$ cat src/rtl/cell_free_list.sv
// Circular free list of packet-buffer cell IDs: seeds every cell after reset, expands multi-cell frees into
// one push per cycle, and offers allocation as a valid/ready stream. Optional macro: CELL_FREE_LIST_DOUBLE_FREE_CHECK_EN.
module cell_free_list #(
    parameter int RAM_ADDR_WIDTH = 16,
    parameter int LEN_WIDTH      = 16,
    parameter int CELL_ID_WIDTH  = 8,
    parameter int CELL_SIZE      = 256
) (
    input  logic                      clk,
    input  logic                      rst_n,
    input  logic                      free_mem_req,
    input  logic [LEN_WIDTH-1:0]      free_mem_size,
    input  logic [RAM_ADDR_WIDTH-1:0] free_mem_addr,
    output logic                      free_mem_ready,
    output logic [CELL_ID_WIDTH-1:0]  m_alloc_cell_id,
    output logic                      m_alloc_valid,
    input  logic                      m_alloc_ready,
    output logic [CELL_ID_WIDTH:0]    free_count,
    output logic                      init_done,
    output logic                      err_double_free
);

    localparam int CELL_COUNT  = 2 ** CELL_ID_WIDTH;
    localparam int OFFSET_BITS = $clog2(CELL_SIZE);
    localparam int CW          = CELL_ID_WIDTH + 1;

    typedef enum logic [1:0] {
        ST_INIT = 2'd0,
        ST_IDLE = 2'd1,
        ST_FREE = 2'd2
    } state_t;

    state_t                   state_q, state_d;
    logic [CELL_ID_WIDTH-1:0] head_q, head_d;
    logic [CELL_ID_WIDTH-1:0] tail_q, tail_d;
    logic [CELL_ID_WIDTH-1:0] next_id_q, next_id_d;
    logic [LEN_WIDTH-1:0]     remain_q, remain_d;
    logic [CW-1:0]            count_q, count_d;
    logic                     init_done_q, init_done_d;
    logic [CELL_ID_WIDTH-1:0] mem_q [CELL_COUNT];

    logic                     init_push;
    logic                     free_push;
    logic                     accept;
    logic                     push_req;
    logic                     push_ok;
    logic                     pop;
    logic                     full;
    logic                     seed_last;
    logic [CELL_ID_WIDTH-1:0] push_id;
    logic [CELL_ID_WIDTH-1:0] req_id;
    logic                     unused_addr_bits;

    // Only the cell-index field of the byte address matters.
    assign req_id           = free_mem_addr[OFFSET_BITS +: CELL_ID_WIDTH];
    assign unused_addr_bits = ^free_mem_addr;

    // ---------------- FSM: state register ----------------
    always_ff @(posedge clk or negedge rst_n) begin
        if (!rst_n) begin
            state_q <= ST_INIT;
        end else begin
            state_q <= state_d;
        end
    end

    // ---------------- FSM: next state ----------------
    always_comb begin
        state_d = state_q;
        case (state_q)
            ST_INIT: begin
                if (seed_last) state_d = ST_IDLE;
            end
            ST_IDLE: begin
                if (free_mem_req && (free_mem_size > LEN_WIDTH'(1))) state_d = ST_FREE;
            end
            ST_FREE: begin
                if (remain_q == LEN_WIDTH'(1)) state_d = ST_IDLE;
            end
            default: state_d = ST_INIT;
        endcase
    end

    // ---------------- FSM: outputs ----------------
    always_comb begin
        free_mem_ready = 1'b0;
        init_push      = 1'b0;
        free_push      = 1'b0;
        case (state_q)
            ST_INIT: init_push      = 1'b1;
            ST_IDLE: free_mem_ready = 1'b1;
            ST_FREE: free_push      = 1'b1;
            default: init_push      = 1'b0;
        endcase
    end

    assign seed_last = init_push && (tail_q == {CELL_ID_WIDTH{1'b1}});
    assign accept    = free_mem_req && free_mem_ready;
    assign full      = (count_q == CW'(CELL_COUNT));
    assign pop       = m_alloc_valid && m_alloc_ready;

    // During seeding the tail pointer doubles as the ID being written.
    always_comb begin
        push_req = 1'b0;
        push_id  = '0;
        if (init_push) begin
            push_req = 1'b1;
            push_id  = tail_q;
        end else if (free_push) begin
            push_req = 1'b1;
            push_id  = next_id_q;
        end else if (accept && (free_mem_size != '0)) begin
            push_req = 1'b1;
            push_id  = req_id;
        end
    end

`ifdef CELL_FREE_LIST_DOUBLE_FREE_CHECK_EN
    logic [CELL_COUNT-1:0] alloc_map_q, alloc_map_d;
    logic                  err_q, err_d;
    logic                  dbl_free;

    // The push is judged against the bitmap before this cycle's alloc update.
    assign dbl_free = push_req && !init_push && !alloc_map_q[push_id];
    assign push_ok  = push_req && !full && !dbl_free;

    always_comb begin
        alloc_map_d = alloc_map_q;
        if (push_ok) alloc_map_d[push_id] = 1'b0;
        if (pop)     alloc_map_d[head_q]  = 1'b1;
        err_d = err_q | dbl_free;
    end

    always_ff @(posedge clk or negedge rst_n) begin
        if (!rst_n) begin
            alloc_map_q <= '0;
            err_q       <= 1'b0;
        end else begin
            alloc_map_q <= alloc_map_d;
            err_q       <= err_d;
        end
    end

    assign err_double_free = err_q;
`else
    assign push_ok         = push_req && !full;
    assign err_double_free = 1'b0;
`endif

    // ---------------- pointer / count / expansion datapath ----------------
    always_comb begin
        head_d      = head_q;
        tail_d      = tail_q;
        count_d     = count_q;
        next_id_d   = next_id_q;
        remain_d    = remain_q;
        init_done_d = init_done_q | seed_last;

        if (push_ok) tail_d = tail_q + CELL_ID_WIDTH'(1);
        if (pop)     head_d = head_q + CELL_ID_WIDTH'(1);
        count_d = count_q + CW'(push_ok) - CW'(pop);

        if (free_push) begin
            next_id_d = next_id_q + CELL_ID_WIDTH'(1);
            remain_d  = remain_q - LEN_WIDTH'(1);
        end else if (accept && (free_mem_size > LEN_WIDTH'(1))) begin
            next_id_d = req_id + CELL_ID_WIDTH'(1);
            remain_d  = free_mem_size - LEN_WIDTH'(1);
        end
    end

    always_ff @(posedge clk or negedge rst_n) begin
        if (!rst_n) begin
            head_q      <= '0;
            tail_q      <= '0;
            count_q     <= '0;
            next_id_q   <= '0;
            remain_q    <= '0;
            init_done_q <= 1'b0;
        end else begin
            head_q      <= head_d;
            tail_q      <= tail_d;
            count_q     <= count_d;
            next_id_q   <= next_id_d;
            remain_q    <= remain_d;
            init_done_q <= init_done_d;
        end
    end

    // Storage carries no reset; seeding rewrites every entry before it can be read.
    always_ff @(posedge clk) begin
        if (push_ok) mem_q[tail_q] <= push_id;
    end

    assign m_alloc_valid   = init_done_q && (count_q != '0);
    assign m_alloc_cell_id = init_done_q ? mem_q[head_q] : '0;
    assign free_count      = count_q;
    assign init_done       = init_done_q;

endmodule

$ cat config.mk
export PLATFORM = sky130hd
export DESIGN_NAME = cell_free_list
export DESIGN_NICKNAME = d
export VERILOG_FILES = /design/src/rtl/cell_free_list.sv
export SDC_FILE = /design/constraint.sdc
export NUM_CORES = 2
export LEC_CHECK = 0
export CAP_MARGIN = 15
export CORE_MARGIN = 1.5
export CORE_UTILIZATION = 50
export CTS_CLUSTER_SIZE = 8
export DETAILED_ROUTE_END_ITERATION = 7
export GPL_TIMING_DRIVEN = 0
export PLACE_DENSITY = 0.67
export SLEW_MARGIN = 40
export SYNTH_ARGS = -nofsm -noshare
export SYNTH_HDL_FRONTEND = slang
export SYNTH_SLANG_ARGS = --single-unit
$ cat constraint.sdc
create_clock -name clk -period 12.9 [get_ports clk]
set_input_delay 1.935 -clock clk [delete_from_list [all_inputs] [get_ports clk]]
set_output_delay 1.935 -clock clk [all_outputs]
set_load 0.03 [all_outputs]
# Yosys cells after proc, flatten, opt, wreduce, memory -nomap -nowiden
# Memories as Yosys holds them, arrays and structs flattened.
# Cells that the tools add are included.
dict set report word_totals {
  regBits 52
  wordCells 60
  output_inout_bits 21
  input_bits 36
  mem_bits_rw 2048
  n_memories 1
}
# memory depth word_bits rd rd_ports_with_merged_regs wr line_no
set mem_list {}
lappend mem_list {mem_q 256 8 1 0 1 40} ;# logic [CELL_ID_WIDTH-1:0] mem_q [CELL_COUNT];
dict set report op_classes {
  n_mux 20
  addsub 8
  bitwise_logic 1
  n_eq_ne 8
  reduce_logical 14
  magnitude_cmp 1
}
# cell count
set ops {}
lappend ops {{8-bit 2-to-1 mux} 6}
lappend ops {{8-bit by 1-bit adder with 8-bit output, second input constant} 4}
lappend ops {{16-bit 2-to-1 mux} 2}
lappend ops {{16-bit by 1-bit subtractor with 16-bit output, second input constant} 2}
lappend ops {{16-bit by 1-bit == test with 1-bit output, second input constant} 1}
lappend ops {{16-bit by 1-bit > comparator with 1-bit output, second input constant} 1}
lappend ops {{16-bit nonzero test} 1}
lappend ops {{9-bit by 1-bit adder with 9-bit output} 1}
lappend ops {{9-bit == test, second input constant} 1}
lappend ops {{9-bit nonzero test} 1}
lappend ops {{9-bit by 1-bit subtractor with 9-bit output} 1}
lappend ops {{8-bit == test, second input constant} 1}
lappend ops {{1-bit logical AND} 8}
lappend ops {{1-bit 2-to-1 mux} 8}
lappend ops {{2-bit 2-to-1 mux} 3}
lappend ops {{2-bit != test, second input constant} 3}
lappend ops {{2-bit one-hot mux with 3 select lines} 1}
lappend ops {{3-bit AND reduction} 1}
lappend ops {{2-bit by 1-bit == test with 1-bit output, second input constant} 1}
lappend ops {{2-bit == test, second input constant} 1}
lappend ops {{2-bit zero test} 1}
lappend ops {{2-bit nonzero test} 1}
lappend ops {{1-bit zero test} 1}
lappend ops {{1-bit OR} 1}

# Depth between registers and ports, before layout
dict set report depth {
  word_depth 10
  mapped_depth 18
  ltp_nobuf 18
}

# Least setup slack after synthesis
# Ideal clock, no wire load.
dict set report synth_path {
  path_kind {reg2reg}
  startpoint {reg state_q[1]}
  endpoint {mem mem_q[0][0] (data pin)}
  path_buffers 1
  t_arrival_ps 10813
  required_ps 10713
  setup_ps 2187
  path_stages_with_launch 4
  synth_period_minus_slack_ps 13001
  path_slack_ps -101
  cell_sequence {dfrtp_1 > buf_1 > mux2i_1 > o21ai_0}
}
dict set report synth_via {
  elab_chain_len 7
  word_cells_on_any_way 11
  cone_classes {2 x eq/ne; 6 x mux; 3 x reduce/logical}
}
# element line_no
set synth_rtl {}
lappend synth_rtl {{from (decl)} 33} ;# state_t state_q, state_d;
lappend synth_rtl {{from (signal assigned)} 63} ;# state_q <= state_d;
lappend synth_rtl {{2-bit by 1-bit == test with 1-bit output} 89} ;# case (state_q)
lappend synth_rtl {{1-bit 2-to-1 mux} 89}
lappend synth_rtl {{1-bit logical AND} 98} ;# assign accept = free_mem_req && free_mem_ready;
lappend synth_rtl {{1-bit logical AND} 112} ;# end else if (accept && (free_mem_size != '0)) begin
lappend synth_rtl {{8-bit 2-to-1 mux} 112}
lappend synth_rtl {{8-bit 2-to-1 mux} 109} ;# end else if (free_push) begin
lappend synth_rtl {{8-bit 2-to-1 mux (*)} 106} ;# if (init_push) begin
lappend synth_rtl {{named net push_id[0]} 50} ;# logic [CELL_ID_WIDTH-1:0] push_id;
lappend synth_rtl {{to (decl)} 40}
# The timed path passes the listed nets; every way through them passes the cells marked *.

# Worst setup path after layout
dict set report layout_path {
  startpoint {reg head_q[1]}
  endpoint {out m_alloc_cell_id[6]}
}
dict set report layout_via {
  elab_chain_len 2
}
# element line_no
set layout_rtl {}
lappend layout_rtl {{from (decl)} 34} ;# logic [CELL_ID_WIDTH-1:0] head_q, head_d;
lappend layout_rtl {{from (signal assigned)} 174} ;# head_q <= '0;
lappend layout_rtl {{from (signal assigned)} 181} ;# head_q <= head_d;
lappend layout_rtl {{memory read 256 x 8 bit} -}
lappend layout_rtl {{8-bit 2-to-1 mux} 196} ;# assign m_alloc_cell_id = init_done_q ? mem_q[head_q] : '0;
lappend layout_rtl {{to (decl)} 15} ;# output logic [CELL_ID_WIDTH-1:0] m_alloc_cell_id,
# Every way passes these cells.

==> flow_summary.ini <==
[clock_tree]
htree_levels = 5
clkLatencyLatePin_ns = 0.95
post_cts_buffers = 0
root_buffer = clkbuf_16
numCtsBuffers = 312
ctsHoldBuffers = 0
clock_path_buffers = 4
clk_pin_slew_ns = 0.05
cts_sinks = 2100
cts_resized = 0
cts_tree = done

[sta]
setup_slack_ns = 4.11
worst_slew_pin_slew_ns = 1.01
clock_skew_ns = 0.0657
max_freq_mhz = 114
fin_crit_ns = 8.79
slew_viol_final = 0
rsz0062_at_grt = no
relSlewSlack_pct = 33.0
fin_crit_sh_pct = 68.1
setup_viol = 0
hold_viol = 0

[setup_path]
start_kind = flop
cp_cell_sequence = buf_2 -> buf_2 -> buf_2 -> buf_2 -> buf_2 -> mux4_2 -> mux2i_1 -> o22ai_1 -> nor3_1 -> o21ai_0 -> nand3_1 -> o31ai_1 -> clkdlybuf4s50_1
required_ns = 10.97
worstPathArrival_ns = 6.85
crit_type = reg -> out
cp_slowest_stage_delay_ns = 0.72
critPathTopFamily = buffers and inverters
worst-path-buf-inv = 6
crit_path_end_kind = primary output
slowest_stage = buf_2
cp_max_fo = 12
crit_top_cell = buf_2

[drt]
drt_iter0_drc = 8658
wl_per_cell_um = 41.3
drt.antenna.violating_nets = 0
via_count = 46600
route.met2.wl_um = 122000
met1_length_um = 94700
first_pass_iters = 6
drc = 0
top_layer = met5
wl_um = 276000
wl_met3_um = 40800
viasPerCell = 6.96

[status]
status = finished clean

[yosys]
synth_area_um2 = 82900
synthCells = 3984
synth_nets = 4043
synth_warnings = 0
avgSynthCellArea_um2 = 20.8
async_flop_share_pct = 2.48
synth_seq_cells = 2100
synth_seq_area_share_pct = 75.7
synth_ff_type = edfxtp_1
synth-edff-count = 2048
yosysUniqueCellTypes = 75

[layout]
final_common_cell = edfxtp_1
final_core_util_pct = 58.9
most-common-layout-cells = edfxtp_1 (2048), mux4_2 (522), clkbuf_16 (316)
fin_cells = 6686
synthToLayoutAreaGrowth_pct = 17.1
design_area_um2 = 97100
post_route_cells_drive_above_1_share_pct = 30.7
final_nets = 4521

[floorplan]
die_h_um = 410
die_area_um2 = 168000
ios = 57
die_w_um = 410
core_um2 = 165000
initial_utilization_pct = 50.3
row_count = 149

[global_routing]
grt_max_degree = 34
grt_overflow = 0
grt_pass1_wl_um = 371000
antenna_found_initial = 10
grt_pass1_vias = 44900
gr-usage-all-layers_pct = 32.9

[placement]
globalplace.congestion = 0.988
dp.cells = 6336
place_area_um2 = 88800
io_buffers = 47
pre_cts_ws_ns = 5.50
dp_hpwl_um = 183000

[power]
p_per_area_nw_per_um2 = 149
ir_worst_vdd_mv = 0.107
power_mw = 14.5
p_leak_nw = 27.3

[flow_run]
maxCapViolations = 0

[min_path]
min_path_type = reg -> reg
report_power, final:
group,internal [mW],switching (mW)
clock,4.29,2.76
combinational,0.0136,0.0146
sequential,7.39,0.00284
kinds of logic (layout without fill, tap and decap cells):
kind of cell | Yosys count | in the layout | share of synthesized area [%]
compound gates | 295 | 295 | 2.38
flops | 2100 | 2100 | 75.7
other cells | 1 | 7 | 0.00452
simple gates | 540 | 540 | 2.79
mux | 730 | 730 | 16.7
buf+inv | 258 | 765 | 1.64
fa+ha+maj | 23 | 23 | 0.356
xor+xnor | 37 | 37 | 0.391
routing by layer:
metal / global-route usage [%] / vias to the layer above
met5: 0.489 / -
met4: 18.6 / 12
met3: 12.5 / 890
met2: 48.0 / 4074
met1: 42.5 / 24200
li1: - / 17400
final timing paths:
| check | from | end | slack (ns) | cells past startpoint |
|---|---|---|---|---|
| setup / recovery | head_q[1]$_DFFE_PN0P_ | m_alloc_cell_id[6] | 4.11 | 13 |
| hold reg to reg | head_q[7]$_DFFE_PN0P_ | head_q[7]$_DFFE_PN0P_ | 0.50 | 1 |
| setup reg to reg | state_q[0]$_DFFE_PN0P_ | mem_q[196][2]$_DFFE_PP_ | 8.41 | 9 |
| hold / removal | head_q[7]$_DFFE_PN0P_ | head_q[7]$_DFFE_PN0P_ | 0.50 | 1 |
| max in group asynchronous | rst_n | remain_q[3]$_DFFE_PN0P_ | 11.41 | 2 |
| min in group asynchronous | rst_n | head_q[0]$_DFFE_PN0P_ | 0.95 | 1 |
cells in the mapped netlist, drive strengths merged (4+ instances only):
cell type  number  area, µm²
o32ai           5       43.8
nor3           32        165
inv            23       86.3
and3            5       31.3
o21ai          61        305
a221oi         12        105
o211ai          9       67.6
xor2           18        158
o21a            8       60.1
nor4           11       75.1
xnor2          19        166
mux4          522      11800
a211o           4       35.0
a21oi          50        250
nor2b          15       93.8
o22ai          58        363
or4             6       45.0
a2111oi         9       80.1
o31ai           4       30.0
or2             4       25.0
o31a            4       35.0
nand2b          8       50.1
a31oi           8       50.1
o221ai         14        123
edfxtp       2048      61500
and2            5       31.3
nand2         106        398
a211oi          5       37.5
mux2i         202       2020
o21bai          5       37.5
nand3          28        140
clkbuf         84        315
ha             22        275
buf           149        952
dfrtp          52       1300
or3             4       25.0
nor2          307       1150
mux2            6       67.6
a22oi          12       90.1
registers in the layout, summed over array words and instances, names as in the netlist:
register and count:
state_q 2, free_count 9, next_id_q 8, head_q 8, mem_q 2048, init_done 1
tail_q 8, remain_q 16
through the flow:
stage                     TNS (ns)  hold WS, ns
final                            0        0.496
after global routing             0        0.503
after CTS                        0        0.489
after detailed placement         0        0.483
after global placement    -5720.71        0.478
after floorplan                  0        0.460
layout make-up:
class	instances	area [µm²]
plain buffers	233	1360
inverters	25	95.1
diodes	6	15.0
clock inverters	7	65.1
fillers	11600	67700
clock buffers	336	7980
flip-flops and latches	2100	62800
well taps	2189	2740
multi-input cells	1626	19400
repair buffers	164	2640
worst register-to-register path: stages, from the launching register on:
cell and delay (ns):
dfrtp_1 0.38, nor2b_1 0.27, nand2_1 0.13, a41oi_2 0.52
o21a_1 0.30, inv_1 0.18, nor3b_2 0.33, nand2_1 0.62
buf_2 0.62, nor2_1 0.79
Power figures use the tool's default switching activity.
